$ cat config.mk
export PLATFORM = sky130hd
export DESIGN_NAME = ysyx_23060240_mem_arb
export DESIGN_NICKNAME = d
export VERILOG_FILES = /design/src/rtl/ysyx_23060240_mem_arb.sv
export SDC_FILE = /design/constraint.sdc
export NUM_CORES = 1
export LEC_CHECK = 0
export CORE_UTILIZATION = 30
export CTS_CLUSTER_DIAMETER = 60
export DETAILED_ROUTE_END_ITERATION = 7
export HOLD_SLACK_MARGIN = 0.02
export PLACE_DENSITY = 0.78
export SYNTH_ARGS = -nofsm -noshare
export SYNTH_HDL_FRONTEND = slang
export SYNTH_SLANG_ARGS = --single-unit
$ cat constraint.sdc
create_clock -name clk -period 1.36 [get_ports clk]
set_clock_uncertainty 0.05 [all_clocks]
set_input_delay 0.204 -clock clk [delete_from_list [all_inputs] [get_ports clk]]
set_output_delay 0.204 -clock clk [all_outputs]
set_load 0.1 [all_outputs]
$ cat src/rtl/ysyx_23060240_mem_arb.sv
// ysyx_23060240_mem_arb
// Shares the single memory port between the instruction fetch unit (IFU) and the
// load/store unit (LSU). Only one transaction is in flight at a time. The LSU always
// wins over the IFU. The granted request is latched and presented to memory, and the
// response is routed back to the master that owns the transaction.
// Reset is synchronous and active-low (rst == 0 at a rising clock edge).
// Optional feature macro: ARB_TIMEOUT_EN adds a watchdog. When the watchdog expires,
// the owner receives an error response with zero data.
module ysyx_23060240_mem_arb #(
    parameter int ADDR_W         = 32,
    parameter int DATA_W         = 32,
    parameter int TIMEOUT_CYCLES = 255
) (
    input  logic                clk,
    input  logic                rst,
    input  logic                ifu_req_valid,
    output logic                ifu_req_ready,
    input  logic [ADDR_W-1:0]   ifu_addr,
    output logic                ifu_rsp_valid,
    output logic [DATA_W-1:0]   ifu_rsp_data,
    output logic                ifu_rsp_err,
    input  logic                lsu_req_valid,
    output logic                lsu_req_ready,
    input  logic [ADDR_W-1:0]   lsu_addr,
    input  logic                lsu_wen,
    input  logic [DATA_W-1:0]   lsu_wdata,
    input  logic [DATA_W/8-1:0] lsu_wmask,
    output logic                lsu_rsp_valid,
    output logic [DATA_W-1:0]   lsu_rsp_data,
    output logic                lsu_rsp_err,
    output logic                mem_req_valid,
    input  logic                mem_req_ready,
    output logic [ADDR_W-1:0]   mem_addr,
    output logic                mem_wen,
    output logic [DATA_W-1:0]   mem_wdata,
    output logic [DATA_W/8-1:0] mem_wmask,
    input  logic                mem_rsp_valid,
    input  logic [DATA_W-1:0]   mem_rsp_data
);

    typedef enum logic [1:0] {
        S_IDLE = 2'd0,
        S_REQ  = 2'd1,
        S_RESP = 2'd2
    } state_t;

    typedef enum logic [1:0] {
        OWN_NONE = 2'd0,
        OWN_IFU  = 2'd1,
        OWN_LSU  = 2'd2
    } owner_t;

    state_t                r_state;
    state_t                w_state_next;
    owner_t                r_owner;
    logic [ADDR_W-1:0]     r_addr;
    logic                  r_wen;
    logic [DATA_W-1:0]     r_wdata;
    logic [DATA_W/8-1:0]   r_wmask;

    logic                  w_lsu_acc;
    logic                  w_ifu_acc;
    logic                  w_rsp_fire;
    logic                  w_timeout;
    logic                  w_done;

    // Accept decisions. The LSU has absolute priority. The IFU is granted only when
    // the LSU is silent.
    assign w_lsu_acc  = (r_state == S_IDLE) && lsu_req_valid;
    assign w_ifu_acc  = (r_state == S_IDLE) && !lsu_req_valid && ifu_req_valid;
    assign w_rsp_fire = (r_state == S_RESP) && mem_rsp_valid;

`ifdef ARB_TIMEOUT_EN
    localparam int WDOG_W = ($clog2(TIMEOUT_CYCLES + 1) > 8) ? $clog2(TIMEOUT_CYCLES + 1) : 8;

    logic [WDOG_W-1:0] r_wdog;

    // The watchdog is zeroed when a request is accepted, so it starts at zero in the
    // first REQ cycle. It then counts every cycle spent in REQ/RESP.
    always_ff @(posedge clk) begin
        if (!rst) begin
            r_wdog <= '0;
        end else if (w_lsu_acc || w_ifu_acc) begin
            r_wdog <= '0;
        end else if (r_state != S_IDLE) begin
            r_wdog <= r_wdog + 1'b1;
        end
    end

    // The timeout fires on the TIMEOUT_CYCLES-th waiting cycle. A real response in the
    // same cycle takes precedence.
    assign w_timeout = (r_state != S_IDLE)
                     && (r_wdog == WDOG_W'(TIMEOUT_CYCLES - 1))
                     && !w_rsp_fire;
`else
    logic w_unused;

    assign w_unused  = (TIMEOUT_CYCLES != 0);
    assign w_timeout = 1'b0;
`endif

    // State register. Reset drops any transaction in flight.
    always_ff @(posedge clk) begin
        if (!rst) begin
            r_state <= S_IDLE;
        end else begin
            r_state <= w_state_next;
        end
    end

    // Next-state logic for IDLE -> REQ -> RESP -> IDLE, with the watchdog as an early exit.
    always_comb begin
        w_state_next = r_state;
        case (r_state)
            S_IDLE: begin
                if (w_lsu_acc || w_ifu_acc) begin
                    w_state_next = S_REQ;
                end
            end
            S_REQ: begin
                if (w_timeout) begin
                    w_state_next = S_IDLE;
                end else if (mem_req_ready) begin
                    w_state_next = S_RESP;
                end
            end
            S_RESP: begin
                if (w_rsp_fire || w_timeout) begin
                    w_state_next = S_IDLE;
                end
            end
            default: w_state_next = S_IDLE;
        endcase
    end

    // Latch the granted request and its owner. The fields stay stable until the next grant.
    always_ff @(posedge clk) begin
        if (!rst) begin
            r_owner <= OWN_NONE;
            r_addr  <= '0;
            r_wen   <= 1'b0;
            r_wdata <= '0;
            r_wmask <= '0;
        end else if (w_lsu_acc) begin
            r_owner <= OWN_LSU;
            r_addr  <= lsu_addr;
            r_wen   <= lsu_wen;
            r_wdata <= lsu_wdata;
            r_wmask <= lsu_wmask;
        end else if (w_ifu_acc) begin
            r_owner <= OWN_IFU;
            r_addr  <= ifu_addr;
            r_wen   <= 1'b0;
            r_wdata <= '0;
            r_wmask <= '0;
        end else if ((r_state != S_IDLE) && (w_state_next == S_IDLE)) begin
            r_owner <= OWN_NONE;
        end
    end

    // Master-facing handshakes and response routing. Every output is held quiet while
    // reset is asserted.
    always_comb begin
        w_done        = rst && (w_rsp_fire || w_timeout);
        ifu_req_ready = rst && w_ifu_acc;
        lsu_req_ready = rst && w_lsu_acc;
        ifu_rsp_valid = 1'b0;
        ifu_rsp_data  = '0;
        ifu_rsp_err   = 1'b0;
        lsu_rsp_valid = 1'b0;
        lsu_rsp_data  = '0;
        lsu_rsp_err   = 1'b0;
        if (w_done && (r_owner == OWN_IFU)) begin
            ifu_rsp_valid = 1'b1;
            ifu_rsp_err   = w_timeout;
            ifu_rsp_data  = w_rsp_fire ? mem_rsp_data : '0;
        end
        if (w_done && (r_owner == OWN_LSU)) begin
            lsu_rsp_valid = 1'b1;
            lsu_rsp_err   = w_timeout;
            lsu_rsp_data  = (w_rsp_fire && !r_wen) ? mem_rsp_data : '0;
        end
    end

    assign mem_req_valid = (r_state == S_REQ);
    assign mem_addr      = r_addr;
    assign mem_wen       = r_wen;
    assign mem_wdata     = r_wdata;
    assign mem_wmask     = r_wmask;

endmodule

# Word level (Yosys, flattened, before mapping)
# Cells that the tools add are included.
# classes
n_eq_ne	4
n_bitwise	1
muxes	21
n_reduce_logical	21
# ops
op	n
32-bit 2-to-1 mux	8
2-bit 2-to-1 mux	6
1-bit logical AND	11
4-bit 2-to-1 mux	2
2-bit one-hot mux with 3 select lines	1
2-bit nonzero test	3
2-bit by 1-bit equality test with 1-bit output (second input constant)	2
2-bit equality test (second input constant)	2
2-bit logical NOT	2
1-bit 2-to-1 mux	4
3-bit nonzero test	1
1-bit logical NOT	2
2-bit OR reduction	1
1-bit logical OR	1
1-bit inverter	1
# totals
out_inout_bits	140
reg_bits	73
input_bits	139

# Logic depth before layout (Yosys ltp)
# Gate-level depths: netlist of the first run.
# logic_depth
depth_word	11
mapped_depth	7

# Worst setup path before layout of the first run
# OpenSTA, ideal clock, no wires.
# synth_timing
path_type	register to output
from	reg r_state[0]
to	out ifu_req_ready
arrival_time_ns	2.998
slack_ns	-1.892
stages_incl_launch_ff	6
n_path_buf	2
cell_sequence	dfxtp_1 > nor2_1 > buf_2 > buf_1 > nand2_1 > nor3_1
# synth_between
elab_chain_cells	4
# synth_rtl
item	line	rtl
from (decl)	53	state_t r_state;
from (signal assigned)	107	r_state <= w_state_next;
2-bit logical NOT	70	assign w_ifu_acc = (r_state == S_IDLE) && !lsu_req_valid && ifu_req_valid;
1-bit logical AND (2 in a row)	70	
1-bit logical AND	165	ifu_req_ready = rst && w_ifu_acc;
to (decl)	17	output logic ifu_req_ready,
# Every way passes these cells.

# Worst setup path in the final report of the first run
# layout_timing
from	in mem_rsp_valid
to	out lsu_rsp_data[15]
# layout_between
elab_chain_cells	4
word_cells_on_any_way	6
classes_between	mux (2); reduce/logical (4)
# layout_rtl
item	line	rtl
from (decl)	37	input logic mem_rsp_valid,
1-bit logical AND (*)	71	assign w_rsp_fire = (r_state == S_RESP) && mem_rsp_valid;
1-bit logical AND (on tied branches)	181, 164	
32-bit 2-to-1 mux / 1-bit logical AND (equally long branches)	181, 178	
32-bit 2-to-1 mux (*)	178	if (w_done && (r_owner == OWN_LSU)) begin
to (decl)	29	output logic [DATA_W-1:0] lsu_rsp_data,
# Mark *: on every way between the ends. The rest lies on a longest branch, timed or not.

==> impl_metrics.tcl, run 1 <==
set metrics [dict create \
    cp-start-kind "primary input" \
    post-route-util 0.8118 \
    endpoint_kind "primary output" \
    numCtsBuffers 9 \
    crit_start "mem_rsp_valid" \
    crit_family "buffers and inverters" \
    finalWirelength_um 16900 \
    ctsHoldBuffers 0 \
    p_leak_uw 0.003625 \
    dp_hpwl_um 11500 \
    synth_seq_cells 73 \
    clk_latency_ps 330 \
    fin_nets 776 \
    yosysUniqueCellTypes 30 \
    die_x_um 108.7 \
    power.density_nw_per_um2 1001 \
    post-route-period-util 1.562 \
    critPathRequiredTime_ps 1110 \
    final_common_cell "buf_12" \
    yosys_warnings 0 \
    setup_viol 140 \
    nFillCells 626 \
    cts_tree "yes" \
    post-route-drc-count 0 \
    vias 3926 \
    status "finished, violations left" \
    fin_area_um2 8916 \
    slowest_stage "clkdlybuf4s50_1" \
    clk_pin_slew_ps 50 \
    area_growth_pct 160.8 \
    worstReg2RegStart "r_state[0]" \
    port_buffers 276 \
    crit_type "in -> out" \
    placed_area_um2 8025 \
    start_util 0.3112 \
    gr-total-overflow 0 \
    critPathMaxStageDelay_ps 490 \
    ys_seq_area_frac 0.4275 \
    cp.arrival_ps 1870 \
    routedWlPerCell_um 21.61 \
    hold_slack_ps 180.1 \
    tns_ps -55140 \
    syn_area_um2 3418 \
    final_cell_mix "buf_12, clkdlybuf4s50_1, and2_4, dfxtp_1, a22o_1" \
    grt_max_degree 33 \
    grtUsageTotal 0.2767 \
    final_hold_viol_count 0 \
    drt_iter0_markers 112 \
    crit_chain "clkdlybuf4s50_1 > nand4b_1 > buf_4 > nor4b_4 > buf_6 > buf_12 > and2_4 > buf_12" \
    drtAntennaViolNets 0 \
    timing.critical_path.buf_inv 5 \
    crit_top_cell "buf_12" \
    violations "setup timing" \
    ioPinCount 279 \
    regArea_um2 1503 \
    die-area_um2 11830 \
    slew_viol_final 0 \
    critPathMaxFanout 16 \
    core_um2 10980 \
    grt_pass1_vias 4162 \
    vias_per_cell 5.020 \
    vdd_drop_max_mv 0.9425 \
    routabilityCongestion 0.7546 \
    syn-instance-count 328 \
    worstHoldStart "lsu_req_valid" \
    antenna_found_initial 0 \
    setup_ws_ps -764.3 \
    drt_first_pass_iters 4 \
    placementRows 38 \
    max_clock_freq_mhz 470.7 \
    rsz0062_at_grt "true" \
    drive_above_1_share 0.5592 \
    synth_area_per_cell_um2 10.42 \
    cts_root_buf "clkbuf_16" \
    htree_levels 3 \
    cts.sinks 73 \
    cts.path.max_buffers 2 \
    maxCapViolations 0 \
    grt_pass1_wl_um 24160 \
    multi_input_area_um2 2043 \
    die_h_um 108.7 \
    finalCriticalPeriod_ps 2124 \
    diodes 0 \
    min_path_type "in -> reg" \
]
## path summary, 6_finish.rpt
kind / to / slack (ps) / cells past startpoint
hold / removal: r_owner[0] / 180 / 2
setup reg to reg: mem_wdata[21] / -180 / 7
hold reg to reg: mem_addr[15] / 490 / 2
setup / recovery: lsu_rsp_data[15] / -760 / 8
## report_power, final
part,internal [uW],total [uW],switching [uW]
combinational,1660,3860,2190
clock,1530,2480,947
sequential,2370,2600,229
total,5560,8930,3370
## Yosys cell counts
cell	n	area share
dfxtp_1	73	0.43
and2_1	64	0.12
a22o_1	37	0.095
a21oi_1	33	0.048
mux2i_1	32	0.094
a211oi_2	30	0.11
clkbuf_1	16	0.018
buf_6	7	0.023
buf_2	6	0.0088
a211oi_1	3	0.0066
buf_1	3	0.0033
buf_4	3	0.0066
nor2_1	2	0.0022
nor2b_1	2	0.0037
nor3b_1	2	0.0044
a21oi_2	1	0.0026
a22oi_1	1	0.0022
a31o_1	1	0.0026
and2_4	1	0.0026
and3_1	1	0.0018
conb_1	1	0.0011
inv_2	1	0.0011
nand2_1	1	0.0011
nand4b_1	1	0.0026
nor3_1	1	0.0015
nor3b_2	1	0.0037
nor4b_2	1	0.0044
o21a_1	1	0.0022
o21ai_0	1	0.0015
or2_1	1	0.0018
## repair_timing
item	in CTS	in global routing
hold endpoints to repair	0	0
pin swaps	35	21
resized for setup	46	12
gates cloned	10	3
setup endpoints to repair	106	141
buffers inserted	16	8
## cell families (layout without fill, tap and decap cells)
family | Yosys count | in the layout | share of synthesized area
buffers and inverters | 36 | 347 | 0.06040
other | 1 | 2 | 0.001097
AOI/OAI and AO/OA | 108 | 108 | 0.2705
DFF | 73 | 73 | 0.4275
and+or+nand+nor | 78 | 80 | 0.1468
muxes | 32 | 32 | 0.09371
## layout make-up
class                   count  area share
repair buffers            330      0.5469
multi-input cells         222      0.2292
flip-flops and latches     73      0.1685
clock buffers              11     0.02835
well taps                 140     0.01965
clock inverters             5    0.007017
inverters                   1   0.0004210
## worst reg2reg max path, cell delays in order (launching register included)
cell     delay, ps
dfxtp_2        320
buf_4          130
nor2_4          50
and3_4         180
buf_4          140
buf_6          130
buf_16         160
a22o_1         260
## sequential cells by signal (all words and copies together) (netlist names)
name       cells
r_owner        2
mem_wen        1
mem_addr      32
mem_wmask      4
r_state        2
mem_wdata     32
## per-layer routing
layer / up-vias / GRT usage / wire (um)
met2: 212 / 0.5122 / 8988
met4: 0 / 0.1284 / 552
met5: - / 0 / 0
li1: 1808 / - / -
met1: 1862 / 0.2833 / 5901
met3: 44 / 0.08368 / 1457
## through the flow
stage,std cells,setup WS [ps],total power [uW]
floorplan,329,-496.8,4601
global route,782,-823.2,9201
global placement,737,-722.0,6055
finish,782,-764.3,8928
CTS,778,-736.1,8877
detailed placement,737,-779.6,6113
Note: power is estimated with default switching activity, not from simulation.
==> run 2, diff against run 1 <==
CELL_PAD_IN_SITES_DETAIL_PLACEMENT = 1   (was not set)
CELL_PAD_IN_SITES_GLOBAL_PLACEMENT = 1   (was not set)
CORE_ASPECT_RATIO = 1.25   (was not set)
CORE_UTILIZATION = 20   (was 30)
PLACE_DENSITY = 0.76   (was 0.78)
==> run 2 against run 1 <==
The flow still finishes with violations (setup timing); final cell count rose by 12%; routed wire length grew 11%; sequential cell count is the same; non-clock buffer count is 15 higher; sequential share of layout area is 0.64 points lower; clock power down 8.1%; combinational power rose by 5.2%.
==> impl_metrics.tcl, run 2 (synthesis gave the netlist of run 1 again) <==
set metrics [dict create \
    use_met2 0.3956 \
    critPathMaxStageDelay_ps 320 \
    cts.sinks 73 \
    min_path_type "in -> reg" \
    routabilityCongestion 0.7937 \
    use_met3 0.05828 \
    cts_root_buf "clkbuf_16" \
    timing.critical_path.buf_inv 4 \
    port_buffers 276 \
    vdd_drop_max_mv 0.8336 \
    dp_hpwl_um 12500 \
    finalWirelength_um 18720 \
    drive_above_1_share 0.5649 \
    critPathMaxFanout 16 \
    vias 3987 \
    endpoint_kind "primary output" \
    placementRows 53 \
    grt_pass1_vias 4539 \
    cp.arrival_ps 1960 \
    maxCapViolations 0 \
    p_leak_uw 0.003734 \
    cts_tree "yes" \
    fin_nets 789 \
    drt_iter0_markers 114 \
    slew_viol_final 0 \
    clk_latency_ps 340 \
    top_usage_layer "met2" \
    setup_ws_ps -854.4 \
    slowest_stage "dfxtp_2" \
    gr-usage-met1 0.2027 \
    cp-start-kind "register" \
    stdcell_count 875 \
    final_hold_viol_count 0 \
    crit_chain "nand4b_1 > buf_4 > nor4b_4 > buf_6 > clkbuf_16 > and2_4 > buf_12" \
    die_x_um 118.9 \
    violations "setup timing" \
    drt_first_pass_iters 4 \
    routedWlPerCell_um 21.40 \
    placed_area_um2 8218 \
    antenna_found_initial 0 \
    rsz0062_at_grt "true" \
    final_cell_mix "buf_12, clkdlybuf4s50_1, and2_4, dfxtp_1, a22o_1" \
    start_util 0.2037 \
    grt_pass1_wl_um 27040 \
    ctsHoldBuffers 0 \
    max_clock_freq_mhz 451.6 \
    power.density_nw_per_um2 963.8 \
    area_growth_pct 171.1 \
    gr-total-overflow 0 \
    total_power_uw 8931 \
    dp.cells 821 \
    hold_slack_ps 370.1 \
    vias_per_cell 4.557 \
    post-route-period-util 1.628 \
    clk_pin_slew_ps 60 \
    drtAntennaViolNets 0 \
    setup_viol 141 \
    multi_input_area_um2 2024 \
    ioPinCount 279 \
    grtUsageTotal 0.2043 \
    diodes 0 \
    crit_family "buffers and inverters" \
    htree_levels 3 \
    grt_max_degree 33 \
    cts.path.max_buffers 2 \
    status "finished, violations left" \
    core_um2 16780 \
    crit_type "reg -> out" \
    critPathRequiredTime_ps 1110 \
    finalCriticalPeriod_ps 2214 \
    final_common_cell "buf_12" \
    numCtsBuffers 9 \
    regArea_um2 1503 \
    die_h_um 148.2 \
    die-area_um2 17620 \
    post-route-drc-count 0 \
    fin_area_um2 9266 \
    nFillCells 1606 \
    dp_slack_ps -817.8 \
]
[run 2: cell count changes in the layout (fill, tap and decap cells not counted), sizes merged]
cell	previous run	this run
bufinv	1	0
and2	67	65
clkinv	1	3
clkbuf	13	14
buf	190	204
bufbuf	1	0
[run 2: repair_timing]
item | CTS | global route
gates cloned | 10 | 4
endpoints found under the setup margin | 110 | 141
pin swaps | 31 | 27
gates resized for setup | 43 | 11
buffers inserted | 23 | 4
[run 2: worst reg2reg max path: stages (launching register included)]
cell     delay [ps]
dfxtp_2         330
buf_6           130
nor2_4          150
buf_12          120
buf_12          100
buf_6            90
a21oi_4          60
buf_12          160
buf_6           120
buf_16          130
a22o_1          170
[run 2: where the power goes]
part / switching [uW] / leakage, uW / total (uW) / internal [uW]
Clock: 988 / 0.000135 / 2280 / 1290
Sequential: 231 / 0.000612 / 2600 / 2370
Combinational: 2260 / 0.00299 / 4060 / 1800
[run 2: final cells by class]
class                           instances  share of cell area
Clock buffer                           10             0.02579
Timing Repair Buffer                  345              0.5589
Multi-Input combinational cell        220              0.2185
Sequential cell                        73              0.1622
Clock inverter                          6            0.004591
Tap cell                              220             0.02971
Inverter                                1           0.0004051
[run 2: metal layers]
layer / wire, um / share of wire / vias to the layer above
met2: 10380 / 0.55 / 181
met5: 0 / 0 / -
met4: 553 / 0.030 / 0
met3: 1074 / 0.057 / 36
met1: 6709 / 0.36 / 1924
li1: - / - / 1846
[run 2: stage by stage]
stage,utilization,setup TNS (ps)
floorplan,-,-31380
global placement,0.4898,-71220
detailed placement,0.4898,-74000
CTS,0.5427,-72720
global route,0.5523,-80180
finish,0.5523,-71770
[run 2: final timing paths]
| kind | end | cells past startpoint | slack, ps | start |
|---|---|---|---|---|
| worst max-delay path | lsu_rsp_data[9] | 7 | -850 | r_state[0] |
| worst min-delay path | r_owner[0] | 3 | 370 | lsu_req_valid |
| worst max register to register | mem_wdata[21] | 10 | -370 | r_state[1] |
| worst min register to register | mem_addr[19] | 2 | 490 | mem_addr[19] |
